## src/rtl/tt_lut_pkg.sv

```systemverilog
// Shared types and helpers for the truth-table evaluator: FSM state,
// table width, and the saturating increment used by both counters.
package tt_lut_pkg;

  typedef enum logic [1:0] {EMPTY, LOAD, RUN} tt_state_e;

  function automatic int tt_w(input int n);
    return 1 << n;
  endfunction

  // Increments v, holding at the all-ones value of a w-bit counter.
  function automatic logic [31:0] sat_inc(input logic [31:0] v, input int w);
    logic [31:0] top;
    top = (w >= 32) ? 32'hFFFF_FFFF : ((32'd1 << w) - 32'd1);
    return (v == top) ? v : v + 32'd1;
  endfunction

endpackage

```

## src/rtl/tt_lut_eval_if.sv

```systemverilog
// Vector/result stream of the truth-table evaluator, valid/ready on both sides.
interface tt_lut_eval_if #(parameter int N_IN = 3);
  logic            in_valid;
  logic            in_ready;
  logic [N_IN-1:0] in_vec;
  logic            in_chk;
  logic            in_exp;
  logic            out_valid;
  logic            out_ready;
  logic            out_bit;

  modport master (output in_valid, in_vec, in_chk, in_exp, out_ready,
                  input  in_ready, out_valid, out_bit);
  modport slave  (input  in_valid, in_vec, in_chk, in_exp, out_ready,
                  output in_ready, out_valid, out_bit);
endinterface

```

## src/rtl/tt_sat_counter.sv

```systemverilog
// Saturating up-counter with a synchronous clear that beats the increment.
module tt_sat_counter
  import tt_lut_pkg::*;
#(
  parameter int CNT_W = 16
) (
  input  logic             clk,
  input  logic             rst_n,
  input  logic             clr,
  input  logic             inc,
  output logic [CNT_W-1:0] count
);

  always_ff @(posedge clk or negedge rst_n) begin
    if (!rst_n)     count <= '0;
    else if (clr)   count <= '0;
    else if (inc)   count <= CNT_W'(sat_inc(32'(count), CNT_W));
  end

endmodule

```

## src/rtl/tt_lut_eval.sv

```systemverilog
// Run-time programmable N-input truth-table evaluator: serial table load,
// one-stage valid/ready lookup pipeline, saturating eval/mismatch counters.
module tt_lut_eval
  import tt_lut_pkg::*;
#(
  parameter  int N_IN  = 3,
  parameter  int CNT_W = 16,
  localparam int TT_W  = tt_w(N_IN)
) (
  input  logic               clk,
  input  logic               rst_n,
  input  logic               cfg_valid,
  output logic               cfg_ready,
  input  logic               cfg_bit,
  input  logic               cfg_last,
  output logic               cfg_err,
  output logic               tt_loaded,
  output logic [TT_W-1:0]    tt_word,
  tt_lut_eval_if.slave       bus,
  input  logic               cnt_clr,
  output logic [CNT_W-1:0]   eval_cnt,
  output logic [CNT_W-1:0]   mismatch_cnt
);

  tt_state_e         state, state_nxt;
  logic [N_IN-1:0]   bit_cnt, cur_idx;
  logic [TT_W-2:0]   stage;
  logic [TT_W-1:0]   shifted;
  logic              cfg_acc, in_acc, idx_last, commit, frame_err, tt_hit;

  // A bit accepted outside LOAD always starts a new table at index 0.
  assign cur_idx   = (state == LOAD) ? bit_cnt : '0;
  assign idx_last  = (cur_idx == N_IN'(TT_W - 1));
  assign cfg_acc   = cfg_valid && cfg_ready;
  assign commit    = cfg_acc && cfg_last && idx_last;
  assign frame_err = cfg_acc && (cfg_last != idx_last);
  assign shifted   = {stage, cfg_bit};

  // Reload only once the result stage is empty and nothing is waiting to enter.
  assign cfg_ready    = (state != RUN) || (!bus.out_valid && !bus.in_valid);
  assign bus.in_ready = (state == RUN) && (!bus.out_valid || bus.out_ready);
  assign in_acc       = bus.in_valid && bus.in_ready;
  assign tt_loaded    = (state == RUN);
  assign tt_hit       = tt_word[bus.in_vec];

  always_ff @(posedge clk or negedge rst_n) begin
    if (!rst_n) state <= EMPTY;
    else        state <= state_nxt;
  end

  always_comb begin
    state_nxt = state;
    if (commit)         state_nxt = RUN;
    else if (frame_err) state_nxt = EMPTY;
    else if (cfg_acc)   state_nxt = LOAD;
  end

  always_ff @(posedge clk or negedge rst_n) begin
    if (!rst_n) begin
      bit_cnt <= '0;
      stage   <= '0;
      tt_word <= '0;
      cfg_err <= 1'b0;
    end else if (cfg_acc) begin
      stage   <= shifted[TT_W-2:0];
      bit_cnt <= cur_idx + 1'b1;
      if (commit) begin
        tt_word <= shifted;
        cfg_err <= 1'b0;
      end else if (frame_err) begin
        cfg_err <= 1'b1;
      end
    end
  end

  // Result register holds its bit while the consumer stalls.
  always_ff @(posedge clk or negedge rst_n) begin
    if (!rst_n) begin
      bus.out_valid <= 1'b0;
      bus.out_bit   <= 1'b0;
    end else if (in_acc) begin
      bus.out_valid <= 1'b1;
      bus.out_bit   <= tt_hit;
    end else if (bus.out_ready) begin
      bus.out_valid <= 1'b0;
    end
  end

  tt_sat_counter #(.CNT_W(CNT_W)) u_eval_cnt (
    .clk   (clk),
    .rst_n (rst_n),
    .clr   (cnt_clr),
    .inc   (in_acc),
    .count (eval_cnt)
  );

  tt_sat_counter #(.CNT_W(CNT_W)) u_mismatch_cnt (
    .clk   (clk),
    .rst_n (rst_n),
    .clr   (cnt_clr),
    .inc   (in_acc && bus.in_chk && (tt_hit != bus.in_exp)),
    .count (mismatch_cnt)
  );

endmodule
```

## src/flat_wrapper.sv

```systemverilog
// flat-port wrapper written by rule: the top's interface ports become plain ports
module tt_lut_eval_flat import tt_lut_pkg::*;
#(
  parameter  int N_IN  = 3,
  parameter  int CNT_W = 16,
  localparam int TT_W  = tt_w(N_IN)
)
  (clk, rst_n, cfg_valid, cfg_ready, cfg_bit, cfg_last, cfg_err, tt_loaded, tt_word, cnt_clr, eval_cnt, mismatch_cnt, bus_in_valid, bus_in_vec, bus_in_chk, bus_in_exp, bus_out_ready, bus_in_ready, bus_out_valid, bus_out_bit);
  tt_lut_eval_if #(.N_IN(N_IN)) bus_i ();
  input  logic clk;
  input  logic rst_n;
  input  logic cfg_valid;
  output logic cfg_ready;
  input  logic cfg_bit;
  input  logic cfg_last;
  output logic cfg_err;
  output logic tt_loaded;
  output logic [TT_W-1:0] tt_word;
  input  logic cnt_clr;
  output logic [CNT_W-1:0] eval_cnt;
  output logic [CNT_W-1:0] mismatch_cnt;
  input wire logic [$bits(bus_i.in_valid)-1:0] bus_in_valid;
  input wire logic [$bits(bus_i.in_vec)-1:0] bus_in_vec;
  input wire logic [$bits(bus_i.in_chk)-1:0] bus_in_chk;
  input wire logic [$bits(bus_i.in_exp)-1:0] bus_in_exp;
  input wire logic [$bits(bus_i.out_ready)-1:0] bus_out_ready;
  output wire logic [$bits(bus_i.in_ready)-1:0] bus_in_ready;
  output wire logic [$bits(bus_i.out_valid)-1:0] bus_out_valid;
  output wire logic [$bits(bus_i.out_bit)-1:0] bus_out_bit;
  assign bus_i.in_valid = bus_in_valid;
  assign bus_i.in_vec = bus_in_vec;
  assign bus_i.in_chk = bus_in_chk;
  assign bus_i.in_exp = bus_in_exp;
  assign bus_i.out_ready = bus_out_ready;
  assign bus_in_ready = bus_i.in_ready;
  assign bus_out_valid = bus_i.out_valid;
  assign bus_out_bit = bus_i.out_bit;
  tt_lut_eval #(.N_IN(N_IN), .CNT_W(CNT_W)) u_core (.clk(clk), .rst_n(rst_n), .cfg_valid(cfg_valid), .cfg_ready(cfg_ready), .cfg_bit(cfg_bit), .cfg_last(cfg_last), .cfg_err(cfg_err), .tt_loaded(tt_loaded), .tt_word(tt_word), .bus(bus_i), .cnt_clr(cnt_clr), .eval_cnt(eval_cnt), .mismatch_cnt(mismatch_cnt));
endmodule
```

## config.mk

```make
export PLATFORM = sky130hd
export DESIGN_NAME = tt_lut_eval_flat
export DESIGN_NICKNAME = d
export VERILOG_FILES = /design/src/rtl/tt_lut_pkg.sv /design/src/rtl/tt_lut_eval_if.sv /design/src/rtl/tt_sat_counter.sv /design/src/rtl/tt_lut_eval.sv /design/src/flat_wrapper.sv
export SDC_FILE = /design/constraint.sdc
export NUM_CORES = 1
export LEC_CHECK = 0
export BUFFER_PORTS_ARGS = -buffer_cell sky130_fd_sc_hd__buf_2
export CAP_MARGIN = 20
export CORE_UTILIZATION = 55
export DETAILED_ROUTE_END_ITERATION = 6
export PLACE_DENSITY = 0.92
export SLEW_MARGIN = 20
export SYNTH_ARGS = -nofsm -noshare
export SYNTH_HDL_FRONTEND = slang
export SYNTH_SLANG_ARGS = --single-unit
```

## constraint.sdc

```tcl
create_clock -name clk -period 2.4 [get_ports clk]
set_input_delay 0.24 -clock clk [delete_from_list [all_inputs] [get_ports clk]]
set_output_delay 0.24 -clock clk [all_outputs]
set_load 0.01 [all_outputs]
```

After elaboration in Yosys (flattened, before gate mapping)
Cells that the tools add are included.
{"block": "classes", "muxes": 16, "eq_ne": 10, "magnitude_cmp": 1, "reduce_logical": 22, "addsub": 3}
{"cell": "16-bit two-way mux", "n": 6}
{"cell": "16-bit by 1-bit adder with 16-bit output (second input constant)", "n": 2}
{"cell": "16-bit equality test (second input constant)", "n": 2}
{"cell": "1-bit logical AND", "n": 9}
{"cell": "2-bit AND reduction", "n": 4}
{"cell": "2-bit nonzero test", "n": 4}
{"cell": "2-bit two-way mux", "n": 3}
{"cell": "2-bit != test (second input constant)", "n": 3}
{"cell": "1-bit two-way mux", "n": 5}
{"cell": "3-bit by 4-bit < comparator with 1-bit output (second input constant)", "n": 1}
{"cell": "3-bit by 1-bit adder with 3-bit output (second input constant)", "n": 1}
{"cell": "1-bit binary-select mux with 3-bit select", "n": 1}
{"cell": "3-bit equality test (second input constant)", "n": 1}
{"cell": "3-bit two-way mux", "n": 1}
{"cell": "3-bit nonzero test", "n": 1}
{"cell": "2-bit by 1-bit equality test with 1-bit output (second input constant)", "n": 1}
{"cell": "2-bit equality test (second input constant)", "n": 1}
{"cell": "1-bit logical NOT", "n": 2}
{"cell": "1-bit logical OR", "n": 2}
{"cell": "1-bit != test", "n": 2}
{"block": "word_totals", "input_bits": 13, "ff_bits": 55}

Logic depth before layout (Yosys ltp)
{"block": "logic_depth", "ltp_word": 8, "mapped_depth": 8, "mapped_depth_nobuf": 7}

Hierarchy
A second synthesis with hierarchy kept.
{"block": "hier_totals", "cells_unflattened": 266, "area_unflattened_um2": 2881.5}
{"mod": "tt_sat_counter", "area_each_um2": 904.6, "cells_per_inst": 92, "n_inst": 2, "seq_area_each_um2": 400.4}
{"mod": "tt_lut_eval", "area_each_um2": 1072.3, "cells_per_inst": 82, "n_inst": 1, "seq_area_each_um2": 575.6}

Worst setup path before layout
OpenSTA, ideal clock, no wires.
{"block": "synth_path", "path_kind": "register to register", "start": "register u_core.u_mismatch_cnt.count[0]", "end": "register u_core.u_mismatch_cnt.count[15]", "synth_period_minus_slack_ns": 2.162, "setup_time_ns": 0.125, "arrival_ns": 2.036, "stages_incl_launch_ff": 8, "setup_slack_ns": 0.238, "n_path_buf": 1, "path_cell_list": "dfrtp_1 > ha_1 > nand2_1 > or3_4 > o311ai_4 > buf_4 > nor4_2 > mux2_4"}
{"block": "synth_via", "elab_chain_len": 4, "word_cells_on_any_way": 7, "classes_between": "add/sub: 1; eq/ne: 2; mux: 3; reduce/logical: 1"}
{"element": "start, declared", "line": "tt_sat_counter.sv:11", "rtl": "output logic [CNT_W-1:0] count"}
{"element": "start signal, assigned", "line": "tt_sat_counter.sv:17", "rtl": "else if (inc) count <= CNT_W'(sat_inc(32'(count), CNT_W));"}
{"element": "16-bit by 1-bit adder with 16-bit output", "line": "tt_lut_pkg.sv:15", "rtl": "return (v == top) ? v : v + 32'd1;"}
{"element": "16-bit two-way mux", "line": "tt_lut_pkg.sv:15"}
{"element": "16-bit two-way mux", "line": "tt_sat_counter.sv:17"}
{"element": "16-bit two-way mux", "line": "tt_sat_counter.sv:16", "rtl": "else if (clr) count <= '0;"}
Several ways; a longest one is shown, not always the timed one. The select of a mux whose other input is x is not followed.
A chain may end at the register's enable or synchronous reset.

Worst setup path in the final report
{"block": "layout_path", "start": "register u_core.tt_word[6]", "end": "register u_core.u_mismatch_cnt.count[10]"}
{"block": "layout_via", "elab_chain_len": 6}
{"element": "start, declared", "line": "tt_lut_eval.sv:18", "rtl": "output logic [TT_W-1:0] tt_word,"}
{"element": "start signal, assigned", "line": "tt_lut_eval.sv:68", "rtl": "tt_word <= shifted;"}
{"element": "1-bit binary-select mux with 3-bit select", "line": "tt_lut_eval.sv:44", "rtl": "assign tt_hit = tt_word[bus.in_vec];"}
{"element": "1-bit two-way mux (not written as such)", "line": "tt_lut_eval.sv:44"}
{"element": "1-bit != test", "line": "tt_lut_eval.sv:101", "rtl": ".inc (in_acc && bus.in_chk && (tt_hit != bus.in_exp)),"}
{"element": "1-bit logical AND", "line": "tt_lut_eval.sv:101"}
{"element": "2-bit nonzero test (no source line)"}
{"element": "2-bit AND reduction (no source line)"}
No other way between the ends. The select of a mux whose other input is x is not followed.

==> impl_metrics.json <==
{
  "clk_latency_ns": 0.31,
  "use_met3_pct": 4.02,
  "synth_nets": 283,
  "synth_compound_area_share_pct": 11.2,
  "vias": 2391,
  "synth_cells": 266,
  "finalHoldViolations": 21,
  "period_share_pct": 92.0,
  "slew_headroom_pct": 50.2,
  "yosys-top-cells-area": "dfrtp_1 47%, mux2_2 7.0%, nor2_1 2.8%, o31ai_1 2.8%, or4_1 2.8%",
  "cts_sinks": 55,
  "path_class": "reg -> reg",
  "groute.usage.overall_pct": 23.6,
  "die_area_um2": 5580,
  "antenna_found_initial": 0,
  "synthXorXnorAreaFrac_pct": 3.27,
  "p_leak_nw": 1.57,
  "ctsResizeCount": 0,
  "crit_fanout": 26,
  "vias_per_cell": 6.01,
  "synth-seq-cells": 55,
  "ctsLongestPathBuffers": 2,
  "yosysTopAreaCell": "dfrtp_1",
  "synth_adder_area_share_pct": 1.72,
  "ys_types": 51,
  "status": "complete, but fails checks",
  "hp-class": "in -> async",
  "grt_max_degree": 37,
  "place_congestion": 0.911,
  "finClkSkew_ns": 0.00870,
  "grt_pass1_vias": 2191,
  "drv_cap": 0,
  "drtIter0Drc": 134,
  "grt_pass1_wl_um": 10100,
  "holdWs_ns": -0.0106,
  "yosys.area_share.simple_pct": 21.5,
  "io_buffers": 58,
  "layout.nets": 345,
  "wl_um": 6230,
  "cts_root_buf": "clkbuf_8",
  "synth-async-reset-ratio_pct": 100,
  "yosysSeqAreaShare_pct": 47.3,
  "ir_worst_vdd_mv": 0.330,
  "hold_buffers": 0,
  "synth_mux_area_share_pct": 12.0,
  "num_rows": 26,
  "cts_buffers": 5,
  "required_ns": 2.64,
  "synthFlopType": "dfrtp_1",
  "ys_warn_count": 0,
  "ioPinCount": 59,
  "htree_num_levels": 2,
  "cts_setup_buffers": 0,
  "fp.dieW_um": 74.7,
  "violations": "hold timing",
  "fp.dieH_um": 74.7,
  "ant_nets": 0,
  "gr-usage-met1_pct": 31.6,
  "worstPathArrival_ns": 2.44,
  "synth_top_family_by_area": "simple AND/OR/NAND/NOR gates",
  "setup_viol": 0,
  "avgRoutedWirePerCell_um": 15.7,
  "p_per_area_nw_per_um2": 520,
  "yosys.area.top_type_share_pct": 47.3,
  "final_core_util_pct": 66.4,
  "core_area_um2": 5110,
  "cts_tree": "done",
  "synth_common_cells": "55 x dfrtp_1, 22 x nor2_1, 18 x mux2_2",
  "critPathCaptureType": "flop",
  "clk_pin_slew_ns": 0.09,
  "synth_edf_count": 0,
  "setup_slack_ns": 0.192,
  "hpwl_um": 4420,
  "drt-pass1-iter-count": 4,
  "synthToLayoutAreaGrowth_pct": 16.5,
  "initial_core_util_pct": 57.0,
  "overflow": 0,
  "critPathLaunchType": "flop",
  "min_period_ns": 2.21,
  "grt_most_used_layer": "met2",
  "post_route_cells_drive_above_1_share_pct": 31.4,
  "yosysMostFrequentCell": "dfrtp_1",
  "drc": 0,
  "maxSlewViolCount": 0,
  "grt_util_met2_pct": 39.2,
  "tns_ns": 0,
  "pre_cts_slack_ns": 0.202,
  "diodes": 0,
  "syn_avg_cell_area_um2": 10.9,
  "max_freq_mhz": 453,
  "rsz0062_at_grt": "false",
  "netlist_area_um2": 2910,
  "tightest_slew_ns": 0.747
}
## layout make-up
class,count,area (um^2)
clock buffer,5,68.8
clock inverter,2,37.5
fill,402,1720
inverter,5,18.8
multi-input combinational,196,1450
sequential,55,1380
tap,70,87.6
timing repair buffer,65,355
## power breakdown
group | switching, mW | total (mW) | leakage, nW | internal [mW]
registers | 0.0315 | 1.01 | 0.741 | 0.974
clock network | 0.301 | 0.606 | 0.0502 | 0.305
logic | 0.0792 | 0.151 | 0.778 | 0.0715
## metal layers
metal  vias to the layer above  share of wire, %  wire length [um]
met2                        75                48              3020
met3                         9               4.8               299
met1                      1184                45              2820
li1                       1123                 -                 -
met5                         -                 0                 0
met4                         0               1.5                91
## worst paths after layout
path / start / end / slack (ns) / depth (start not counted)
worst max register to register: u_core.tt_word[6]$_DFFE_PN0P_ / u_core.u_mismatch_cnt.count[10]$_DFFE_PN0P_ / 0.19 / 6
max in group asynchronous: rst_n / u_core.tt_word[6]$_DFFE_PN0P_ / 1.74 / 2
worst max-delay path: u_core.tt_word[6]$_DFFE_PN0P_ / u_core.u_mismatch_cnt.count[10]$_DFFE_PN0P_ / 0.19 / 6
worst min register to register: u_core.bit_cnt[0]$_DFFE_PN0P_ / u_core.bit_cnt[0]$_DFFE_PN0P_ / 0.49 / 2
min in group clk: cfg_bit / u_core.stage[0]$_DFFE_PN0P_ / 0.18 / 2
worst min-delay path: rst_n / u_core.u_mismatch_cnt.count[10]$_DFFE_PN0P_ / -0.01 / 1
## state kept, by name, indices dropped and copies added, names as in the netlist
register	cells
u_core.u_eval_cnt.count	16
u_core.u_mismatch_cnt.count	16
u_core.tt_word	8
u_core.stage	7
u_core.bit_cnt	3
u_core.state	2
u_core.bus.out_bit	1
u_core.bus.out_valid	1
u_core.cfg_err	1
## stage by stage
stage | cell area (um^2) | hold WS [ns] | total power [mW] | cells
after global placement | 3280 | 0.345 | 1.16 | 391
final | 3390 | -0.0106 | 1.76 | 398
after CTS | 3390 | 0.00802 | 1.78 | 398
after floorplan | 2910 | -0.0556 | 1.11 | 266
after global routing | 3390 | 0.0539 | 1.83 | 398
after detailed placement | 3280 | 0.352 | 1.18 | 391
## worst max-delay path, stage by stage (launching register included)
cell and delay [ns]:
dfrtp_1 0.42, mux4_1 0.56, mux2i_4 0.23, xor2_2 0.12, buf_12 0.17, or4_1 0.50, a21oi_2 0.14
## cells in the final DEF (no fill, tap or decap), drive strengths merged, types with 3 or more instances in the layout
| master | synthesis | routed |
|---|---|---|
| buf | 6 | 65 |
| dfrtp | 55 | 55 |
| nor2 | 22 | 22 |
| mux2 | 22 | 22 |
| nand2 | 15 | 15 |
| a21oi | 15 | 15 |
| nand3 | 13 | 13 |
| o31ai | 11 | 11 |
| or4 | 11 | 11 |
| nand4 | 9 | 9 |
| and3 | 8 | 8 |
| o21ai | 8 | 8 |
| nor4 | 7 | 7 |
| and2 | 6 | 6 |
| inv | 5 | 5 |
| xnor2 | 5 | 5 |
| clkbuf | 4 | 5 |
| xor2 | 5 | 5 |
| nor2b | 4 | 4 |
| ha | 4 | 4 |
| and4 | 3 | 3 |
| o211ai | 3 | 3 |
| or3 | 3 | 3 |
## cell families (layout without fill, tap and decap cells)
kind of cell | count (synthesis) | in the layout
AO/OA/AOI/OAI | 47 | 47
AND/OR/NAND/NOR | 109 | 109
adder cells (fa/ha/maj) | 4 | 4
flip-flops | 55 | 55
XOR/XNOR | 10 | 10
buffers and inverters | 15 | 77
multiplexers | 26 | 26
Note: power is estimated with default switching activity, not from simulation.
